[src/rtl/counter_updown_mod.sv]
// Purpose: modulo-MODULUS up/down counter stage. It can be cascaded through rco_L/enablen
//          and upper_zero, and it supports parallel load with a clamp on out-of-range values.
// Latency: count and done are registered (1 clk). rco_L is combinational from the current state and inputs.
// Backpressure: none. enablen is an active-low count strobe, and rco_L drives the next stage's enablen.
// Ports:
//   clk        - rising-edge clock.
//   rst        - asynchronous active-low reset.
//   enablen    - active-low count enable.
//   load       - synchronous parallel load. It overrides counting.
//   up         - direction select: 1 counts up, 0 counts down.
//   in         - parallel load value. Values >= MODULUS clamp to MODULUS-1.
//   upper_zero - all higher cascaded stages read zero.
//   count      - current count, taken straight from the state register.
//   rco_L      - active-low ripple carry/borrow to the next stage.
//   done       - one-cycle pulse after the whole chain reaches zero while counting down.
module counter_updown_mod #(
  parameter int WIDTH        = 4,
  parameter int MODULUS      = 10,
  parameter bit STOP_AT_ZERO = 1'b1
) (
  input  logic             clk,
  input  logic             rst,
  input  logic             enablen,
  input  logic             load,
  input  logic             up,
  input  logic [WIDTH-1:0] in,
  input  logic             upper_zero,
  output logic [WIDTH-1:0] count,
  output logic             rco_L,
  output logic             done
);

  // Comparisons against MODULUS use WIDTH+1 bits so that MODULUS == 2**WIDTH is representable.
  localparam logic [WIDTH:0]   MOD_EXT = (WIDTH+1)'(MODULUS);
  localparam logic [WIDTH-1:0] MAX_VAL = WIDTH'(MODULUS - 1);
  localparam logic [WIDTH-1:0] ONE     = WIDTH'(1);

  logic [WIDTH-1:0] count_q, count_d;
  logic             done_q, done_d;

  logic out_of_range;
  logic at_max;
  logic at_zero;
  logic hold_zero;
  logic in_range;
  logic count_en;

  // A value at or above MODULUS is treated as terminal in both directions.
  // The next enabled edge therefore lands on a legal value.
  assign out_of_range = ({1'b0, count_q} >= MOD_EXT);
  assign at_max       = (count_q == MAX_VAL) || out_of_range;
  assign at_zero      = (count_q == '0);
  assign hold_zero    = STOP_AT_ZERO && upper_zero;
  assign in_range     = ({1'b0, in} < MOD_EXT);
  assign count_en     = !enablen;

  // The borrow is suppressed at zero when the whole chain is parked there.
  // This stops higher stages from wrapping underneath a stopped chain.
  assign rco_L = !(count_en &&
                   (up ? at_max : ((at_zero && !hold_zero) || out_of_range)));

  always_comb begin
    count_d = count_q;
    done_d  = 1'b0;
    if (load) begin
      count_d = in_range ? in : MAX_VAL;
    end else if (count_en) begin
      if (up) begin
        count_d = at_max ? '0 : count_q + ONE;
      end else if (out_of_range) begin
        count_d = MAX_VAL;
      end else if (at_zero) begin
        count_d = hold_zero ? '0 : MAX_VAL;
      end else begin
        count_d = count_q - ONE;
        // A 1->0 step with all higher stages at zero means the chain just expired.
        done_d  = upper_zero && (count_q == ONE);
      end
    end
  end

  always_ff @(posedge clk or negedge rst) begin
    if (!rst) begin
      count_q <= '0;
      done_q  <= 1'b0;
    end else begin
      count_q <= count_d;
      done_q  <= done_d;
    end
  end

  assign count = count_q;
  assign done  = done_q;

endmodule

[config.mk]
export PLATFORM = sky130hd
export DESIGN_NAME = counter_updown_mod
export DESIGN_NICKNAME = d
export VERILOG_FILES = /design/src/rtl/counter_updown_mod.sv
export SDC_FILE = /design/constraint.sdc
export NUM_CORES = 1
export LEC_CHECK = 0
export BUFFER_PORTS_ARGS = -buffer_cell sky130_fd_sc_hd__buf_2
export CAP_MARGIN = 20
export CORE_AREA = 2 2 39 41
export CTS_BUF_LIST = sky130_fd_sc_hd__clkbuf_16
export DETAILED_ROUTE_END_ITERATION = 7
export DIE_AREA = 0 0 41 43
export HOLD_SLACK_MARGIN = 0.1
export PLACE_DENSITY = 0.65
export SYNTH_ARGS = -nofsm -noshare
export SYNTH_HDL_FRONTEND = slang
export SYNTH_SLANG_ARGS = --single-unit
[constraint.sdc]
create_clock -name clk -period 3 [get_ports clk]
set_input_delay 0 -clock clk [delete_from_list [all_inputs] [get_ports clk]]
set_output_delay 0 -clock clk [all_outputs]
set_load 0.01 [all_outputs]
# Word level (Yosys, flattened, before mapping)
# Index checks and enable logic that the tools add are counted.
[totals] elab_cells=32 input_bits=10 register_bits=5
[op_classes] order_cmp=2 n_mux=14 n_reduce_logical=9 n_addsub=2 n_eq_ne=3
[op_table] op="2-to-1 mux 4 bit" n=8
[op_table] op="2-to-1 mux 1 bit" n=6
[op_table] op="adder 4 x 1 -> 4 bit (second input constant)" n=1
[op_table] op="== test 4 x 1 -> 1 bit (second input constant)" n=1
[op_table] op="== test 4 bit (second input constant)" n=1
[op_table] op="greater-or-equal comparator 4 bit (second input constant)" n=1
[op_table] op="logical NOT 4 bit" n=1
[op_table] op="< comparator 4 bit (second input constant)" n=1
[op_table] op="subtractor 4 x 1 -> 4 bit (second input constant)" n=1
[op_table] op="logical AND 1 bit" n=3
[op_table] op="logical NOT 1 bit" n=3
[op_table] op="logical OR 1 bit" n=2
[op_table] op="!= test 2 x 1 -> 1 bit (second input constant)" n=1

# Logic depth before layout (Yosys ltp)
# Gate-level depths: netlist of run 1.
[depth] word_depth=7 ltp_mapped=6 depth_no_buf=6

# Least setup slack after synthesis of run 1
# Ideal clock, no wire load.
[synth_path] path_kind="register to register" start="register count_q[0] (netlist: count[0])" end="register count_q[0] (netlist: count[0])" stages_incl_launch_ff=7 synth_period_minus_slack_ps=1800 slack_ps=1200 arrival_time_ps=1662 path_buffers=0 cell_sequence="dfrtp_1 -> inv_1 -> ha_1 -> or4b_4 -> a21o_1 -> o211ai_1 -> o221ai_1"
[synth_between] elab_chain_len=6 elab_cells_between_ends=12
[synth_lines] item="from (decl)" line_no="38" source="logic [WIDTH-1:0] count_q, count_d;"
[synth_lines] item="from (signal assigned)" line_no="87" source="count_q <= count_d;"
[synth_lines] item="subtractor 4 x 1 -> 4 bit, or another cell as far along" line_no="75" source="count_d = count_q - ONE;"
[synth_lines] item="2-to-1 mux 4 bit or logical OR 1 bit (tied branches)" line_no="72, 51"
[synth_lines] item="2-to-1 mux 4 bit, on equally long branches" line_no="70, 69"
[synth_lines] item="2-to-1 mux 4 bit (*)" line_no="68" source="if (up) begin"
[synth_lines] item="2-to-1 mux 4 bit (*)" line_no="67" source="end else if (count_en) begin"
[synth_lines] item="2-to-1 mux 4 bit (*)" line_no="65" source="if (load) begin"
# Every way passes the cells marked *; elsewhere a longest branch is shown, timed or not. The select of a mux whose other input is x is not followed.
# A chain may end at the register's enable or synchronous reset.

# Worst setup path after layout of run 1
[layout_path] start="register count_q[1] (netlist: count[1])" end="register count_q[1] (netlist: count[1])"
# Same word-level chain as after synthesis.

==> metrics.md, run 1 <==
| Metric | Value |
|---|---|
| Outcome | finished, final reports clean |
| Clock sinks | 5 |
| Synthesized instance count | 65 |
| Layout Skew | 0.00211 ns |
| Share of cells above drive strength 1 | a little over a quarter |
| Adder-Cell Fraction of Synth Area | 9.30% |
| Worst setup endpoint | count[1] |
| Sequential fraction of the synthesis area | 23.3% |
| Startpoint Class | register |
| Mapped Nets | 79 |
| Fin crit period | 2.40 ns |
| N_diodes | 0 |
| Overall Power | 0.439 mW |
| RSZ-0062 raised after global routing | no |
| Most frequent cell after synthesis | nor2_1 |
| Number of synthesized flops with an enable pin | 0 |
| Pwr dens | 597 nW/um2 |
| Grt ovf | 0 |
| Hold Crit Class | in2async |
| Synth warn | 0 |
| Final #Nets | 100 |
| Final Hold Fails | 0 |
| Simple-gate share of the synthesized area | a little over a quarter |
| Compound-Gate Fraction of Synth Area | between 20% and 30% |
| Setup TNS | 0 ns |
| Via density | 5.60 |
| Cts bufs inserted | 3 |
| Pin count of the biggest net entering global routing | 13 |
| CTS tree | built |
| Initial antenna violation count | 0 |
| Synth top area share | 23.3% |
| Slew headroom | 71.4% |
| Row count | 14 |
| Die span in x | 41 um |
| CTS root buffer | clkbuf_16 |
| Worst skew pair latency | 0.23 ns |
| Reg2Reg Depth | 7 |
| Die height | 43 um |
| VDD IR max | 0.000411 V |
| Vias in the first global route | 518 |
| Main synth FF type | dfrtp_1 |
| Sw frac | 29.8% |
| Drt drc | 0 |
| First-pass GRT wire length | 2260 um |
| Static Leak | around 0.34 nW |
| Total core area | between 1000 and 1500 um2 |
| Slew of the pin with the lowest slew margin | about 0.42 ns |
| Synth top area cells | dfrtp_1, ha_1, a21oi_1, nor2_1, o21ai_0 |
| H-tree depth | 1 |
| Largest family of logic cells by synthesized area | compound AO/OA/AOI/OAI gates |
| Post-cts gate resize count | 0 |
| Gr usage total | 19.2% |
| Clock share of power | 49.7% |
| Unique masters post-synth | 36 |
| CP endpoint kind | register |
| Starting density of the core | 38.9% |
| Seq cells post-synth | 5 |
| Worst setup startpoint | count[1] |
| # port buffers | 15 |
| Crit Path Max Fanout | 9 |
| Critical path required time | 3.16 ns |
| Int Pwr | 0.308 mW |
| Mux contribution to synthesized area | 3.72% |
| Final setup viols | 0 |
| Avg Inst Size Synth | 8.28 um2 |
| Die area | 1760 um2 |
| Ys async rst share | 100% |
| Post-synth top area cell | dfrtp_1 |
| Final worst-path cycle share | about four fifths |
| Sequential power share | about 22% |
| Sw Pwr | 0.131 mW |
| Xor/xnor cell area share of the yosys netlist | 0% |
| DP Cell Count | 92 |
| I/O Pins | 16 |
| Drt first pass iters | 4 |
| Crit path kind | reg2reg |
| WL final | 1360 um |
| Reg2Reg Setup Slack | 0.60 ns |
| Initial drt markers | 7 |
| Top cells by count, synth | nor2_1, a21oi_1, dfrtp_1, o21ai_0 |
| Gate power share | ~29% |
| Reg-to-Reg Start | count[1] |
| Avg WL per Cell | roughly 13 um |
| Reg clk slew, reported paths | around 0.030 ns |
| F_max | 417 MHz |
| Area grow syn2layout | 36.5% |
| Max cap viols | 0 |
| Vias | 566 |
| Post-detail-place hpwl | 1000 um |
| Arrival @ worst endpoint | 2.56 ns |
| Final ANT Viol Nets | 0 |
| Synthesized cell area | 538 um2 |
| Finished Layout Cells | slightly above 100 |
| FF-to-FF End | count[1] |
| Fin. max-slew vios | 0 |
| CTS max path bufs | 2 |
| RD Place Congestion | 0.876 |
area by class of cell:
| cell class | instances | area [um2] |
|---|---|---|
| sequential | 5 | 125 |
| multi-input combinational | 52 | 370 |
| timing repair buffer | 20 | 125 |
| clock buffer | 3 | 75.1 |
| tap | 16 | 20.0 |
| clock inverter | 1 | 3.75 |
| fill | 133 | 649 |
| inverter | 4 | 15.0 |
power by group through the flow:
stage / Clock [mW] / Sequential (mW) / Combinational, mW
floorplan: 0 / 0.0899 / 0.0905
global placement: 0 / 0.0952 / 0.118
detailed placement: 0 / 0.0954 / 0.117
CTS: 0.222 / 0.0946 / 0.125
global route: 0.223 / 0.0975 / 0.140
finish: 0.218 / 0.0951 / 0.125
how the worst min path moves through the flow:
| stage | startpoint | endpoint | slack, ns | cells past startpoint |
|---|---|---|---|---|
| finish | rst | count[3] | 0.12 | 2 |
| global route | in[2] | count[2] | 0.15 | 3 |
| CTS | rst | count[3] | 0.12 | 2 |
| detailed placement | rst | count[3] | -0.17 | 1 |
| global placement | rst | count[3] | -0.17 | 1 |
| floorplan | rst | count[0] | -0.30 | 0 |
cells by family (layout without fill, tap and decap cells):
group / Yosys count / after routing
compound gates: 23 / 23
simple gates: 23 / 23
buf+inv: 8 / 28
flops: 5 / 5
fa+ha+maj: 4 / 4
mux: 2 / 2
through the flow:
stage	cell area (um2)	util (%)	setup slack, ns	hold WS [ns]
finish	734	53.1	0.601	0.121
global route	734	53.1	0.448	0.146
CTS	734	53.1	0.623	0.124
detailed placement	606	43.8	1.13	-0.172
global placement	606	43.8	1.10	-0.172
floorplan	538	-	1.20	-0.296
flip-flops by register name (all words and copies together) (netlist names):
signal  cells
count       4
done        1
critical path, cell delays in order (launching register included):
cell           delay [ns]
dfrtp_1              0.48
inv_1                0.10
ha_1                 0.22
o41ai_1              0.44
and2_1               0.24
a221oi_1             0.12
a221oi_2             0.17
dlygate4sd3_1        0.57
metal layers:
metal | vias to the layer above | global-route usage, % | share of wire [%]
met2 | 21 | 27.8 | 47
met5 | - | 0 | 0
met4 | 0 | 8.67 | 1.7
li1 | 282 | - | -
met1 | 261 | 24.1 | 45
met3 | 2 | 7.33 | 6.5
layout by cell type (no fill, tap or decap), types with 2 or more instances in the layout:
master | Yosys | final
mux2i_1 | 2 | 2
nor2_1 | 7 | 7
buf_2 | 1 | 15
o21ai_0 | 5 | 5
nand2_1 | 2 | 2
a21oi_1 | 6 | 6
dlygate4sd3_1 | 0 | 5
inv_1 | 4 | 5
ha_1 | 4 | 4
dfrtp_1 | 5 | 5
nor2b_1 | 2 | 2
clkbuf_16 | 0 | 3
nor3_1 | 2 | 2
what timing repair did:
item | 4_1_cts | 5_1_grt
hold buffers | 5 | 0
endpoints found under the hold margin | 7 | 0
buffers inserted | 0 | 0
Power figures use the tool's default switching activity.
==> run 2: changes to the inputs <==
- PLACE_DENSITY: 0.65 -> 0.68
- clock period: 3 -> 2.2 ns (I/O delays scaled with it)
==> run 2 against run 1 <==
  * Flip-flop and latch count unchanged
  * Hold slack worse by 0.015 ns
  * Non-clock buffer count unchanged
  * Register-to-register slack worse by 0.35 ns
  * Clock-buffer cell count unchanged
  * Largest power group unchanged
  * Cell count unchanged
  * Critical path depth unchanged
  * Global-route usage up 1.5 points
  * Core utilization down 0.18 points
  * Via count up 7.2%
==> metrics.md, run 2 (synthesis gave the netlist of run 1 again) <==
| Metric | Value |
|---|---|
| # port buffers | 15 |
| Final Hold Fails | 0 |
| CTS max path bufs | 2 |
| Vias | 607 |
| Most frequent cells in the layout | buf_2, nor2_1, a21oi_1 |
| Initial drt markers | 32 |
| WL final | 1500 um |
| Initial antenna violation count | 0 |
| Die area | 1760 um2 |
| Starting density of the core | 38.9% |
| F_max | 475 MHz |
| Hold Crit Class | in2reg |
| Avg WL per Cell | around 15 um |
| Die span in x | about 40 um |
| Final worst-path cycle share | roughly 96% |
| Fin. max-slew vios | 0 |
| Drt drc | 0 |
| Worst skew pair latency | 0.23 ns |
| Hold_buf cts | 4 |
| VDD IR max | 0.000331 V |
| Arrival @ worst endpoint | ~2.1 ns |
| Clock sinks | 5 |
| Row count | 14 |
| Number of fill cells | 141 |
| Max cap viols | 0 |
| Die height | 43 um |
| Number of flip-flops in the largest register | 4 |
| Area grow syn2layout | 36.0% |
| N_diodes | 0 |
| I/O Pins | 16 |
| Layout Skew | 0.00250 ns |
| Final #Nets | 100 |
| First-pass GRT wire length | 2420 um |
| Slew of the pin with the lowest slew margin | ~0.53 ns |
| Pwr dens | slightly above 800 nW/um2 |
| Outcome | finished, final reports clean |
| Commonest non-fill, non-tap cell in the layout | buf_2 |
| Post-cts gate resize count | 0 |
| H-tree depth | 1 |
| Via density | 6.01 |
| Gr usage total | 20.7% |
| Static Leak | 0.342 nW |
| CTS root buffer | clkbuf_16 |
| Slew headroom | 64.1% |
| RD Place Congestion | slightly above 0.9 |
| Grt ovf | 0 |
| CP endpoint kind | output port |
| Drt first pass iters | 4 |
| Setup TNS | 0 ns |
| Cts bufs inserted | 3 |
| CTS tree | built |
| Total core area | 1380 um2 |
| Startpoint Class | register |
| Post-detail-place hpwl | 1090 um |
| Fin crit period | 2.10 ns |
| Final ANT Viol Nets | 0 |
| Worst hold slack | 0.106 ns |
| Pin count of the biggest net entering global routing | 13 |
| Vias in the first global route | 552 |
| Multi-input gate area | 370 um2 |
| Critical path required time | 2.20 ns |
| Share of cells above drive strength 1 | between 20% and 30% |
| Reg clk slew, reported paths | 0.03 ns |
| Crit path kind | reg2out |
| Crit Path Max Fanout | 8 |
| RSZ-0062 raised after global routing | no |
| FF/Latch Area | ~130 um2 |
| Setup bufs post-CTS | 0 |
| Final setup viols | 0 |
run 2: cell count changes in the layout (fill, tap and decap cells not counted), sizes merged:
cell | previous run | this run
buf | 15 | 16
dlygate4sd3 | 5 | 4
run 2: final timing paths:
path	startpoint	to	slack [ns]	depth (start not counted)
max	count[0]	rco_L	0.1	7
min	in[3]	count[1]	0.11	3
max reg2reg	count[0]	count[0]	0.25	6
min reg2reg	count[0]	count[0]	0.75	2
max in group asynchronous	rst	count[3]	1.95	2
min in group asynchronous	rst	done	0.12	2
run 2: metrics by stage:
| step | power (mW) | setup slack (ns) | cell area (um2) | std cells | utilization, % |
|---|---|---|---|---|---|
| floorplan | 0.246 | 0.400 | 538 | 65 | - |
| global placement | 0.295 | 0.356 | 613 | 93 | 44.3 |
| detailed placement | 0.299 | 0.288 | 613 | 93 | 44.3 |
| CTS | 0.606 | 0.142 | 732 | 101 | 52.9 |
| global route | 0.637 | 0.00363 | 732 | 101 | 52.9 |
| finish | 0.607 | 0.0963 | 732 | 101 | 52.9 |
run 2: layer usage:
metal	global-route usage [%]	vias up	wire length, um	share of wire, %
met5	0	-	0	0
met4	16.0	0	43	2.9
met3	6.28	7	178	12
met2	28.1	46	666	44
met1	25.9	276	612	41
li1	-	278	-	-
run 2: layout make-up:
type | instances | share of cell area (%)
Clock inverter | 1 | 0.513
Clock buffer | 3 | 10.3
Multi-Input combinational cell | 52 | 50.6
Timing Repair Buffer | 20 | 16.8
Tap cell | 16 | 2.74
Inverter | 4 | 2.05
Sequential cell | 5 | 17.1
run 2: worst max-delay path, stage by stage (launching register included):
cell     delay [ns]
dfrtp_1        0.48
inv_1          0.13
ha_1           0.29
and2b_2        0.25
nor2b_1        0.13
o21ai_0        0.29
a211o_1        0.18
buf_2          0.12
run 2: power by group:
group | total (mW) | internal [mW] | leakage (nW) | switching, mW
combinational | 0.179 | 0.0822 | 0.237 | 0.0964
clock | 0.299 | 0.236 | 0.0423 | 0.0635
sequential | 0.129 | 0.103 | 0.0627 | 0.0259
total | 0.607 | 0.421 | 0.342 | 0.186
==> run 3: changes to the inputs <==
- CTS_BUF_LIST: sky130_fd_sc_hd__clkbuf_16 -> sky130_fd_sc_hd__clkbuf_8
- PLACE_DENSITY: 0.68 -> 0.65
- clock period: 2.2 -> 2.35 ns (I/O delays scaled with it)
==> run 3 against run 2 <==
  * Total power is 28% lower
  * Sequential power is 6% lower
  * Combinational power is 13% lower
  * Critical path type unchanged
  * Register-to-register slack better by 0.21 ns
  * Worst setup slack better by 0.24 ns
  * Clock power is 47% lower
  * Die area stayed put
  * Critical path depth is 1 lower
  * Via count is 7.1% lower
  * Core utilization is 2.3 points lower
==> metrics.md, run 3 (synthesis gave the netlist of run 1 again) <==
| Metric | Value |
|---|---|
| Outcome | finished, final reports clean |
| Vias in the first global route | roughly 520 |
| F_max | 496 MHz |
| CTS max path bufs | 2 |
| Via density | 5.58 |
| Drt drc | 0 |
| Startpoint Class | register |
| N_diodes | 0 |
| Fin crit period | 2.02 ns |
| CP endpoint kind | output port |
| Worst skew pair latency | 0.23 ns |
| Initial antenna violation count | 0 |
| RD Place Congestion | roughly 0.88 |
| Overall Power | 0.435 mW |
| RSZ-0062 raised after global routing | no |
| Most used routing layer in global routing | met2 |
| Final ANT Viol Nets | 0 |
| Arrival @ worst endpoint | 2.02 ns |
| Final Util | between 50% and 60% |
| Slew headroom | 69.3% |
| # port buffers | 15 |
| Worst stage delay on the critical path | 0.53 ns |
| Worst hold slack | about 0.11 ns |
| GR Util met3 | 6.81% |
| Hold Crit Class | in2reg |
| Avg WL per Cell | about 13 um |
| Die area | 1760 um2 |
| Die span in x | 41 um |
| CP top delay family | simple AND/OR/NAND/NOR gates |
| Critical path required time | 2.35 ns |
| Pre-CTS setup slack | about 0.47 ns |
| Die height | 43 um |
| Gr usage total | around 20% |
| Layout Skew | 0.00161 ns |
| Pin count of the biggest net entering global routing | 13 |
| Placed cell area | 606 um2 |
| Area grow syn2layout | 30.2% |
| Number of fill cells | between 100 and 150 |
| Number of flip-flops in the largest register | 4 |
| Final Hold Fails | 0 |
| Met2 usage | about 27% |
| Final setup viols | 0 |
| DP Cell Count | slightly above 90 |
| Cts bufs inserted | 3 |
| CTS root buffer | clkbuf_8 |
| Setup TNS | 0 ns |
| Reg clk slew, reported paths | 0.03 ns |
| Max cap viols | 0 |
| GRT met1 Usage | 25.1% |
| H-tree depth | 1 |
| I/O Pins | 16 |
| Drt first pass iters | 4 |
| Crit-path cells | inv_1 > ha_1 > or4b_4 > o21ai_0 > a211o_1 > buf_2 |
| Share of cells above drive strength 1 | 27.1% |
| Starting density of the core | 38.9% |
| First-pass GRT wire length | 2300 um |
| Grt ovf | 0 |
| WL final | 1340 um |
| Most frequent cells in the layout | buf_2, nor2_1, a21oi_1 |
| Finished Cell Area | about 700 um2 |
| Final worst-path cycle share | a little under nine tenths |
| Initial drt markers | 8 |
| Slew of the pin with the lowest slew margin | 0.455 ns |
| Finished Layout Cells | 101 |
| Clock sinks | 5 |
| Commonest non-fill, non-tap cell in the layout | buf_2 |
| Final #Nets | 100 |
| Static Leak | roughly 0.32 nW |
| Crit path kind | reg2out |
| Total core area | 1380 um2 |
| CTS tree | built |
| Setup slack after layout | around 0.33 ns |
| VDD IR max | 0.000399 V |
| Vias | 564 |
| Pwr dens | 621 nW/um2 |
| Post-cts gate resize count | 0 |
| Fin. max-slew vios | 0 |
| Crit Path Max Fanout | 8 |
| Row count | 14 |
| Worst Path Buf+Inv | 2 |
| Post-detail-place hpwl | 990 um |
| CP max stage cell | or4b_4 |
-- run 3: cell count changes in the layout (fill, tap and decap cells not counted) --
cell           before  now
buf_4               1    0
clkbuf_16           3    0
dlygate4sd3_1       4    5
clkbuf_8            0    3
-- run 3: worst paths after layout --
path | cells after the start | startpoint | slack (ns) | endpoint
max reg2reg | 6 | count[0] | 0.46 | count[0]
max | 6 | count[0] | 0.33 | rco_L
min | 2 | load | 0.11 | count[1]
min reg2reg | 2 | count[0] | 0.69 | count[0]
max in group asynchronous | 2 | rst | 2.08 | count[0]
min in group asynchronous | 2 | rst | 0.13 | count[3]
-- run 3: what timing repair did --
item                                   CTS  global route
setup buffers                            0             0
hold buffers                             5             0
endpoints found under the hold margin    7             0
-- run 3: area by class of cell --
class	count	area (um2)	share of cell area [%]
timing repair buffer	20	125	17.9
clock inverter	1	3.75	0.536
multi-input combinational	52	370	52.9
clock buffer	3	41.3	5.89
sequential	5	125	17.9
inverter	4	15.0	2.14
tap	16	20.0	2.86
-- run 3: where the power goes --
part	switching [mW]	total [mW]	internal [mW]
clock network	0.0460	0.158	0.112
registers	0.0244	0.121	0.0964
logic	0.0819	0.156	0.0741
total	0.152	0.435	0.283
-- run 3: metal layers --
metal	wire length [um]	share of wire [%]
met1	617	46
met2	613	46
met3	69	5.2
met4	38	2.8
met5	0	0
